--- config.mk ---
export PLATFORM = sky130hd
export DESIGN_NAME = pipelined_adder_flat
export DESIGN_NICKNAME = d
export VERILOG_FILES = /design/src/rtl/pipelined_adder_if.sv /design/src/rtl/pipelined_adder.sv /design/src/flat_wrapper.sv
export SDC_FILE = /design/constraint.sdc
export NUM_CORES = 1
export LEC_CHECK = 0
export CAP_MARGIN = 20
export CORE_ASPECT_RATIO = 1.4
export CORE_UTILIZATION = 45
export CTS_CLUSTER_SIZE = 28
export DETAILED_ROUTE_END_ITERATION = 8
export GPL_ROUTABILITY_DRIVEN = 0
export PLACE_DENSITY = 0.68
export REMOVE_ABC_BUFFERS = 1
export SYNTH_ARGS = -nofsm -noshare
export SYNTH_HDL_FRONTEND = slang
export SYNTH_SLANG_ARGS = --single-unit
--- constraint.sdc ---
create_clock -name clock -period 3.3 [get_ports clock]
set_input_delay 0.99 -clock clock [delete_from_list [all_inputs] [get_ports clock]]
set_output_delay 0.99 -clock clock [all_outputs]
set_load 0.01 [all_outputs]
--- src/rtl/pipelined_adder_if.sv ---
// rtl/pipelined_adder_if.sv - operand/result bundle for the pipelined adder
interface pipelined_adder_if #(
   parameter int WIDTH = 37
);
   logic             valid_in;
   logic [WIDTH-1:0] a;
   logic [WIDTH-1:0] b;
   logic             c_in;
   logic             sub;
   logic             valid_out;
   logic [WIDTH-1:0] sum;
   logic             c_out;
   logic             overflow;

   modport master (
      output valid_in, a, b, c_in, sub,
      input  valid_out, sum, c_out, overflow
   );

   modport slave (
      input  valid_in, a, b, c_in, sub,
      output valid_out, sum, c_out, overflow
   );
endinterface

--- src/rtl/pipelined_adder.sv ---
// rtl/pipelined_adder.sv - sliced, carry-registered add/subtract pipeline
module pipelined_adder #(
   parameter int WIDTH = 37,
   parameter int CHUNK = 8
) (
   input  logic               clock,
   input  logic               reset_n,
   pipelined_adder_if.slave   bus
);
   localparam int STAGES = (WIDTH + CHUNK - 1) / CHUNK;
   localparam int LAST_W = WIDTH - (STAGES - 1) * CHUNK;

   // Inputs seen by stage k: stage 0 takes the bus, later stages take the
   // registers of the stage below. Operands travel whole so each stage only
   // picks out its own slice; consumed bits are dead after that stage.
   logic             stg_v [0:STAGES-1];
   logic             stg_c [0:STAGES-1];
   logic [WIDTH-1:0] stg_a [0:STAGES-1];
   logic [WIDTH-1:0] stg_b [0:STAGES-1];
   logic [WIDTH-1:0] stg_s [0:STAGES-1];

   // Register outputs of stage k
   logic             pipe_v [0:STAGES-1];
   logic             pipe_c [0:STAGES-1];
   logic [WIDTH-1:0] pipe_a [0:STAGES-1];
   logic [WIDTH-1:0] pipe_b [0:STAGES-1];
   logic [WIDTH-1:0] pipe_s [0:STAGES-1];

   // Subtract is a + ~b + 1: invert b once at entry and force the carry-in.
   assign stg_v[0] = bus.valid_in;
   assign stg_c[0] = bus.sub ? 1'b1 : bus.c_in;
   assign stg_a[0] = bus.a;
   assign stg_b[0] = bus.sub ? ~bus.b : bus.b;
   assign stg_s[0] = '0;

   for (genvar k = 0; k < STAGES; k++) begin : gen_stage
      localparam int LO = k * CHUNK;
      localparam int SW = (k == STAGES - 1) ? LAST_W : CHUNK;

      logic [SW:0]      slice_d;
      logic [WIDTH-1:0] sum_d;
      logic             v_q;
      logic             c_q;
      logic [WIDTH-1:0] a_q;
      logic [WIDTH-1:0] b_q;
      logic [WIDTH-1:0] s_q;

      if (k > 0) begin : gen_link
         assign stg_v[k] = pipe_v[k-1];
         assign stg_c[k] = pipe_c[k-1];
         assign stg_a[k] = pipe_a[k-1];
         assign stg_b[k] = pipe_b[k-1];
         assign stg_s[k] = pipe_s[k-1];
      end

      // One slice-wide ripple with the carry from the stage below; the top
      // bit of slice_d is the carry handed to the next stage.
      assign slice_d = {1'b0, stg_a[k][LO +: SW]}
                     + {1'b0, stg_b[k][LO +: SW]}
                     + {{SW{1'b0}}, stg_c[k]};

      // Merge this slice into the partial result carried alongside the op
      always_comb begin
         sum_d            = stg_s[k];
         sum_d[LO +: SW]  = slice_d[SW-1:0];
      end

      // Valid always advances; data only loads behind a valid op so the
      // final stage naturally holds the last result during bubbles.
      always_ff @(posedge clock or negedge reset_n) begin
         if (!reset_n) begin
            v_q <= 1'b0;
            c_q <= 1'b0;
            a_q <= '0;
            b_q <= '0;
            s_q <= '0;
         end else begin
            v_q <= stg_v[k];
            if (stg_v[k]) begin
               c_q <= slice_d[SW];
               a_q <= stg_a[k];
               b_q <= stg_b[k];
               s_q <= sum_d;
            end
         end
      end

      assign pipe_v[k] = v_q;
      assign pipe_c[k] = c_q;
      assign pipe_a[k] = a_q;
      assign pipe_b[k] = b_q;
      assign pipe_s[k] = s_q;

      if (k == STAGES - 1) begin : gen_ovf
         logic ovf_d;
         logic ovf_q;

         // Signed overflow: operands agree in sign but the result does not
         assign ovf_d = (stg_a[k][WIDTH-1] == stg_b[k][WIDTH-1])
                     && (slice_d[SW-1] != stg_a[k][WIDTH-1]);

         // Overflow flag registered alongside the final slice
         always_ff @(posedge clock or negedge reset_n) begin
            if (!reset_n) begin
               ovf_q <= 1'b0;
            end else if (stg_v[k]) begin
               ovf_q <= ovf_d;
            end
         end

         assign bus.overflow = ovf_q;
      end
   end

   assign bus.valid_out = pipe_v[STAGES-1];
   assign bus.sum       = pipe_s[STAGES-1];
   assign bus.c_out     = pipe_c[STAGES-1];
endmodule
--- src/flat_wrapper.sv ---
// flat-port wrapper written by rule: the top's interface ports become plain ports
module pipelined_adder_flat 
#(
   parameter int WIDTH = 37,
   parameter int CHUNK = 8
)
  (clock, reset_n, bus_valid_in, bus_a, bus_b, bus_c_in, bus_sub, bus_valid_out, bus_sum, bus_c_out, bus_overflow);
  pipelined_adder_if #(.WIDTH(WIDTH)) bus_i ();
  input  logic clock;
  input  logic reset_n;
  input wire logic [$bits(bus_i.valid_in)-1:0] bus_valid_in;
  input wire logic [$bits(bus_i.a)-1:0] bus_a;
  input wire logic [$bits(bus_i.b)-1:0] bus_b;
  input wire logic [$bits(bus_i.c_in)-1:0] bus_c_in;
  input wire logic [$bits(bus_i.sub)-1:0] bus_sub;
  output wire logic [$bits(bus_i.valid_out)-1:0] bus_valid_out;
  output wire logic [$bits(bus_i.sum)-1:0] bus_sum;
  output wire logic [$bits(bus_i.c_out)-1:0] bus_c_out;
  output wire logic [$bits(bus_i.overflow)-1:0] bus_overflow;
  assign bus_i.valid_in = bus_valid_in;
  assign bus_i.a = bus_a;
  assign bus_i.b = bus_b;
  assign bus_i.c_in = bus_c_in;
  assign bus_i.sub = bus_sub;
  assign bus_valid_out = bus_i.valid_out;
  assign bus_sum = bus_i.sum;
  assign bus_c_out = bus_i.c_out;
  assign bus_overflow = bus_i.overflow;
  pipelined_adder #(.WIDTH(WIDTH), .CHUNK(CHUNK)) u_core (.clock(clock), .reset_n(reset_n), .bus(bus_i));
endmodule
==> results.sh, run 1 <==
export IMPL_fin_crit_ns=2.81
export IMPL_ios=119
export IMPL_cts_buffer_depth=3
export IMPL_rsz0062_at_grt="false"
export IMPL_final_common_cell="dfrtp_1"
export IMPL_place_inst=1252
export IMPL_setup_slack_ns=0.486
export IMPL_layout_drive_gt1_share_pct=27.7
export IMPL_die_y_um=191
export IMPL_die_w_um=137
export IMPL_grt_pass1_wl_um=35700
export IMPL_synthesis_area_mm2=0.0115
export IMPL_tightest_slew_ns=0.735
export IMPL_grt_antenna_before_repair=0
export IMPL_gr_usage_met1_pct=22.1
export IMPL_fin_cells=1301
export IMPL_holdCritPathClass="in -> async"
export IMPL_critical_path_max_stage_delay_ns=0.39
export IMPL_vias=6740
export IMPL_arrival_ns=3.19
export IMPL_die_area_mm2=0.0261
export IMPL_critPathSlowestCell="clkdlybuf4s50_1"
export IMPL_portBuffers=118
export IMPL_initial_core_util_pct=46.1
export IMPL_finalCritPeriodShare_pct=85.3
export IMPL_cap_violations=0
export IMPL_cp_end_kind="register"
export IMPL_ys_ff_latch=264
export IMPL_setup_violations=0
export IMPL_power_density_mw_per_mm2=744
export IMPL_p_leak_nw=5.90
export IMPL_ir_worst_vdd_v=0.000527
export IMPL_cp_start_kind="primary input"
export IMPL_dp_hpwl_um=14400
export IMPL_finClkSkew_ns=0.0130
export IMPL_drc_errors=0
export IMPL_max_slew_margin_pct=51.0
export IMPL_use_met2_pct=30.5
export IMPL_drv_slew=0
export IMPL_dr_pass1_iters=4
export IMPL_final_hold_violation_count=0
export IMPL_tns_ns=0
export IMPL_cts_resized=0
export IMPL_critPathMaxFanout=2
export IMPL_post_route_util_pct=56.4
export IMPL_post_drt_wl_per_cell_um=16.3
export IMPL_cts_root_buf="clkbuf_16"
export IMPL_htreeDepth=1
export IMPL_clkTransAtPathRegs_ns=0.06
export IMPL_grt_max_degree=80
export IMPL_max_freq_ghz=0.355
export IMPL_layout_common_cells="dfrtp_1, mux2_2, clkdlybuf4s50_1"
export IMPL_num_rows=68
export IMPL_num_nets_final=1088
export IMPL_detail_route_antenna_nets=0
export IMPL_ys_types=40
export IMPL_grt_pass1_vias=6986
export IMPL_critPathKind="in -> reg"
export IMPL_insertion_delay_ns=0.52
export IMPL_synth_seq_area_share_pct=57.6
export IMPL_grt_overflow_total=0
export IMPL_post_cts_buffers=0
export IMPL_wirelength_um=21200
export IMPL_antennaDiodeCount=0
export IMPL_area_delta_synth_final_pct=22.3
export IMPL_synth_area_per_cell_um2=13.6
export IMPL_placeableCoreArea_mm2=0.0248
export IMPL_fin_hold_ws_ns=0.409
export IMPL_cts_buffers=27
export IMPL_required_ns=3.68
export IMPL_yosys_warnings=0
export IMPL_worstPathCellList="clkdlybuf4s50_1 -> or2_2 -> fa_1 -> inv_1 -> fa_1 -> nor2b_1 -> o31a_1 -> o31a_1 -> o21ai_0 -> a31oi_1"
export IMPL_synth_edf_count=0
export IMPL_drt_initial_drc_count=192
export IMPL_status="completed"
export IMPL_grt_busiest_layer="met2"
export IMPL_yosys_most_used_dff="dfrtp_1"
export IMPL_grt_util_all_layers_pct=17.3
export IMPL_cts_tree="done"
export IMPL_numClockSinks=264
export IMPL_place_ws_ns=-0.0498
export IMPL_syn_instance_count=843
export IMPL_synth_async_reset_ratio_pct=100
export IMPL_fillers=2116
export IMPL_hold_buffers=0
export IMPL_grt_use_met3_pct=2.74
export IMPL_viasPerCell=5.18
-- sequential cells by signal, summed over array words and instances, names as in the netlist --
signal and flops:
u_core.gen_stage.c_q 4, u_core.bus.c_out 1, u_core.bus.valid_out 1, u_core.gen_stage.s_q 80, u_core.bus.sum 37, u_core.gen_stage.a_q 68, u_core.gen_stage.b_q 68, u_core.gen_stage.v_q 4
u_core.bus.overflow 1
-- power by group --
group          internal, mW  total (mW)  switching, mW
Sequential             4.13        4.64          0.513
Combinational          1.53        2.55           1.03
Clock                  2.04        3.25           1.20
Total                  7.70        10.4           2.74
-- per-stage QoR --
step / total power, mW / area (um^2)
after CTS: 10.6 / 14000
after global routing: 11.1 / 14000
final: 10.4 / 14000
after global placement: 7.19 / 13000
after detailed placement: 7.28 / 13000
after floorplan: 6.16 / 11300
-- per-layer routing --
| metal | vias to the layer above | share of wire (%) | routed length [um] |
|---|---|---|---|
| met3 | 28 | 3.9 | 832 |
| met5 | - | 0 | 0 |
| met4 | 0 | 1.8 | 376 |
| met2 | 102 | 53 | 11100 |
| met1 | 3377 | 42 | 8830 |
| li1 | 3233 | - | - |
-- worst max-delay path: cells and delay by family --
kind                       cells  cell delay, ns
and+or+nand+nor                2            0.35
adders and majority gates      2            0.59
buffers and inverters          2            0.48
AOI/OAI and AO/OA              4            0.79
-- cells in the mapped netlist (all sizes together), types with 4 or more instances --
library cell	count	area, um^2
a211oi	17	153
a21o	16	120
a21oi	49	245
a31oi	11	68.8
buf	25	124
clkbuf	13	48.8
dfrtp	264	6610
fa	10	200
ha	32	400
inv	19	71.3
mux2	202	2270
nand2	12	45.0
nand3	6	30.0
nor2	54	203
nor3	4	20.0
o21ai	24	120
o2bb2ai	6	52.6
xnor2	39	342
xor2	11	96.3
-- kinds of logic (layout without fill, tap and decap cells) --
| kind of cell | count (synthesis) | count (layout) | synth area share (%) |
|---|---|---|---|
| simple gates | 88 | 88 | 3.36 |
| buf+inv | 57 | 200 | 2.13 |
| xor+xnor | 50 | 50 | 3.82 |
| compound gates | 138 | 138 | 7.77 |
| flops | 264 | 264 | 57.6 |
| fa+ha+maj | 42 | 42 | 5.24 |
| mux | 204 | 204 | 20.0 |
-- final timing paths --
check,start,to,slack (ns),cells past startpoint
worst max-delay path,bus_c_in,u_core.gen_stage[0].c_q,0.49,10
worst min-delay path,reset_n,u_core.gen_stage[0].s_q[2],0.41,1
worst max register to register,u_core.gen_stage[1].b_q[16],u_core.gen_stage[2].s_q[22],0.77,7
worst min register to register,u_core.gen_stage[0].s_q[6],u_core.gen_stage[0].s_q[6],0.47,1
max in group asynchronous,reset_n,u_core.gen_stage[3].v_q,2.10,2
min in group clock,u_core.gen_stage[0].s_q[6],u_core.gen_stage[0].s_q[6],0.47,1
-- final cells by class --
cell class	instances	area, um^2	share of cell area, %
Sequential cell	264	6610	47.2
Clock buffer	40	795	5.67
Inverter	19	71.3	0.509
Clock inverter	8	165	1.18
Tap cell	315	394	2.81
Timing Repair Buffer	133	1370	9.80
Multi-Input combinational cell	522	4610	32.9
Note: power is estimated with default switching activity, not from simulation.
==> run 2, diff against run 1 <==
CTS_CLUSTER_SIZE = 24   (was 28)
REMOVE_ABC_BUFFERS = default   (was 1)
==> run 2 against run 1 <==
- critical path depth unchanged
- cell area down 0.63%
- power decreased by 2.4%
- critical endpoint is now u_core.gen_stage[0].s_q[6]
==> results.sh, run 2 (synthesized netlist as in run 1, its figures left out) <==
export IMPL_status="completed"
export IMPL_place_ws_ns=0.0148
export IMPL_drt_initial_drc_count=205
export IMPL_layout_common_cells="dfrtp_1, mux2_2, clkdlybuf4s50_1"
export IMPL_numClockSinks=264
export IMPL_finClkSkew_ns=0.0154
export IMPL_layout_drive_gt1_share_pct=27.9
export IMPL_top_regs="u_core.gen_stage.s_q x80, u_core.gen_stage.a_q x68, u_core.gen_stage.b_q x68"
export IMPL_grt_max_degree=70
export IMPL_cts_buffer_depth=3
export IMPL_max_slew_margin_pct=55.4
export IMPL_required_ns=3.75
export IMPL_die_w_um=137
export IMPL_critPathSlowestCell="clkdlybuf4s50_1"
export IMPL_grt_pass1_vias=6929
export IMPL_worstPathCellList="clkdlybuf4s50_1 -> or2_2 -> fa_1 -> inv_1 -> fa_1 -> nor2b_1 -> o31a_1 -> o31a_1 -> a211oi_1 -> a21o_1"
export IMPL_num_nets_final=1085
export IMPL_htreeDepth=1
export IMPL_cap_violations=0
export IMPL_tns_ns=0
export IMPL_seqPwrFrac_pct=45.6
export IMPL_dr_pass1_iters=4
export IMPL_largest_register="u_core.gen_stage.s_q"
export IMPL_rsz0062_at_grt="false"
export IMPL_largest_reg_flops=80
export IMPL_dp_hpwl_um=14000
export IMPL_num_rows=68
export IMPL_die_area_mm2=0.0261
export IMPL_power_mw=10.2
export IMPL_post_drt_wl_per_cell_um=15.9
export IMPL_tightest_slew_ns=0.669
export IMPL_fin_hold_ws_ns=0.436
export IMPL_insertion_delay_ns=0.52
export IMPL_cts_root_buf="clkbuf_16"
export IMPL_setup_violations=0
export IMPL_cts_resized=0
export IMPL_critical_path_max_stage_delay_ns=0.39
export IMPL_final_hold_violation_count=0
export IMPL_grt_pass1_wl_um=35000
export IMPL_setup_slack_ns=0.519
export IMPL_grt_util_all_layers_pct=16.9
export IMPL_post_cts_buffers=0
export IMPL_fin_cells=1298
export IMPL_critPathKind="in -> reg"
export IMPL_place_inst=1251
export IMPL_viasPerCell=5.18
export IMPL_hold_buffers=0
export IMPL_p_leak_nw=5.86
export IMPL_syn_nets=964
export IMPL_drv_slew=0
export IMPL_cp_end_kind="register"
export IMPL_ios=119
export IMPL_area_delta_synth_final_pct=21.6
export IMPL_switchingPower_mw=2.75
export IMPL_initial_core_util_pct=46.1
export IMPL_pwr_share_clk_pct=29.3
export IMPL_clkTransAtPathRegs_ns=0.06
export IMPL_antennaDiodeCount=0
export IMPL_intPower_mw=7.43
export IMPL_max_freq_ghz=0.360
export IMPL_cts_tree="done"
export IMPL_placeableCoreArea_mm2=0.0248
export IMPL_detail_route_antenna_nets=0
export IMPL_grt_overflow_total=0
export IMPL_drc_errors=0
export IMPL_holdCritPathClass="in -> async"
export IMPL_final_common_cell="dfrtp_1"
export IMPL_power_density_mw_per_mm2=731
export IMPL_cts_buffers=25
export IMPL_cp_start_kind="primary input"
export IMPL_finalCritPeriodShare_pct=84.3
export IMPL_swShare_pct=27.0
export IMPL_vias=6720
export IMPL_arrival_ns=3.23
export IMPL_grt_antenna_before_repair=1
export IMPL_die_y_um=191
export IMPL_r2r_slack_ns=0.83
export IMPL_ir_worst_vdd_v=0.000573
export IMPL_wirelength_um=20700
export IMPL_p_comb_share_pct=25.1
export IMPL_critPathMaxFanout=3
export IMPL_fin_crit_ns=2.78
export IMPL_portBuffers=118
run 2: changes by cell type in the layout (fill, tap and decap cells not counted):
cell	delta
clkinvlp_4	+2
clkbuf_16	-2
bufinv_16	-2
inv_6	+1
buf_4	-2
clkinv_2	+3
buf_12	+2
clkbuf_1	-4
buf_16	-1
run 2: through the flow:
stage,cell area (um^2),util (%)
CTS,13900,56.0
finish,13900,56.1
floorplan,11500,-
global route,13900,56.1
detailed placement,13000,52.5
global placement,13000,52.5
run 2: worst paths after layout:
path | cells past startpoint | from | to
min | 1 | reset_n | u_core.gen_stage[0].b_q[8]
max in group asynchronous | 2 | reset_n | u_core.gen_stage[0].v_q
min in group clock | 1 | u_core.gen_stage[3].s_q[30] | u_core.gen_stage[3].s_q[30]
min reg2reg | 1 | u_core.gen_stage[3].s_q[30] | u_core.gen_stage[3].s_q[30]
max | 10 | bus_c_in | u_core.gen_stage[0].s_q[6]
max reg2reg | 7 | u_core.gen_stage[0].b_q[8] | u_core.gen_stage[1].s_q[14]
run 2: critical path, delay by kind of cell:
family / cells / cell delay [ns]
adders and majority gates: 2 / 0.57
and+or+nand+nor: 2 / 0.34
buffers and inverters: 2 / 0.47
AOI/OAI and AO/OA: 4 / 0.87
run 2: cell type report:
class / count / area, um^2
timing repair buffer: 132 / 1370
tap: 315 / 394
clock buffer: 34 / 729
sequential: 264 / 6610
inverter: 19 / 71.3
clock inverter: 12 / 144
fill: 2109 / 10900
multi-input combinational: 522 / 4610
run 2: layer usage:
layer  GRT usage, %  routed length [um]  share of wire [%]
met1           21.5                8990                 43
met2           30.0               10700                 52
met3           2.42                 675                3.3
met4           4.23                 345                1.7
met5              0                   0                  0
run 2: power groups by stage:
stage | Combinational [mW] | Sequential [mW] | Clock (mW)
global route | 2.83 | 4.77 | 3.21
global placement | 2.51 | 4.69 | 0
detailed placement | 2.57 | 4.72 | 0
CTS | 2.59 | 4.66 | 3.08
finish | 2.56 | 4.64 | 2.98
floorplan | 1.57 | 4.62 | 0
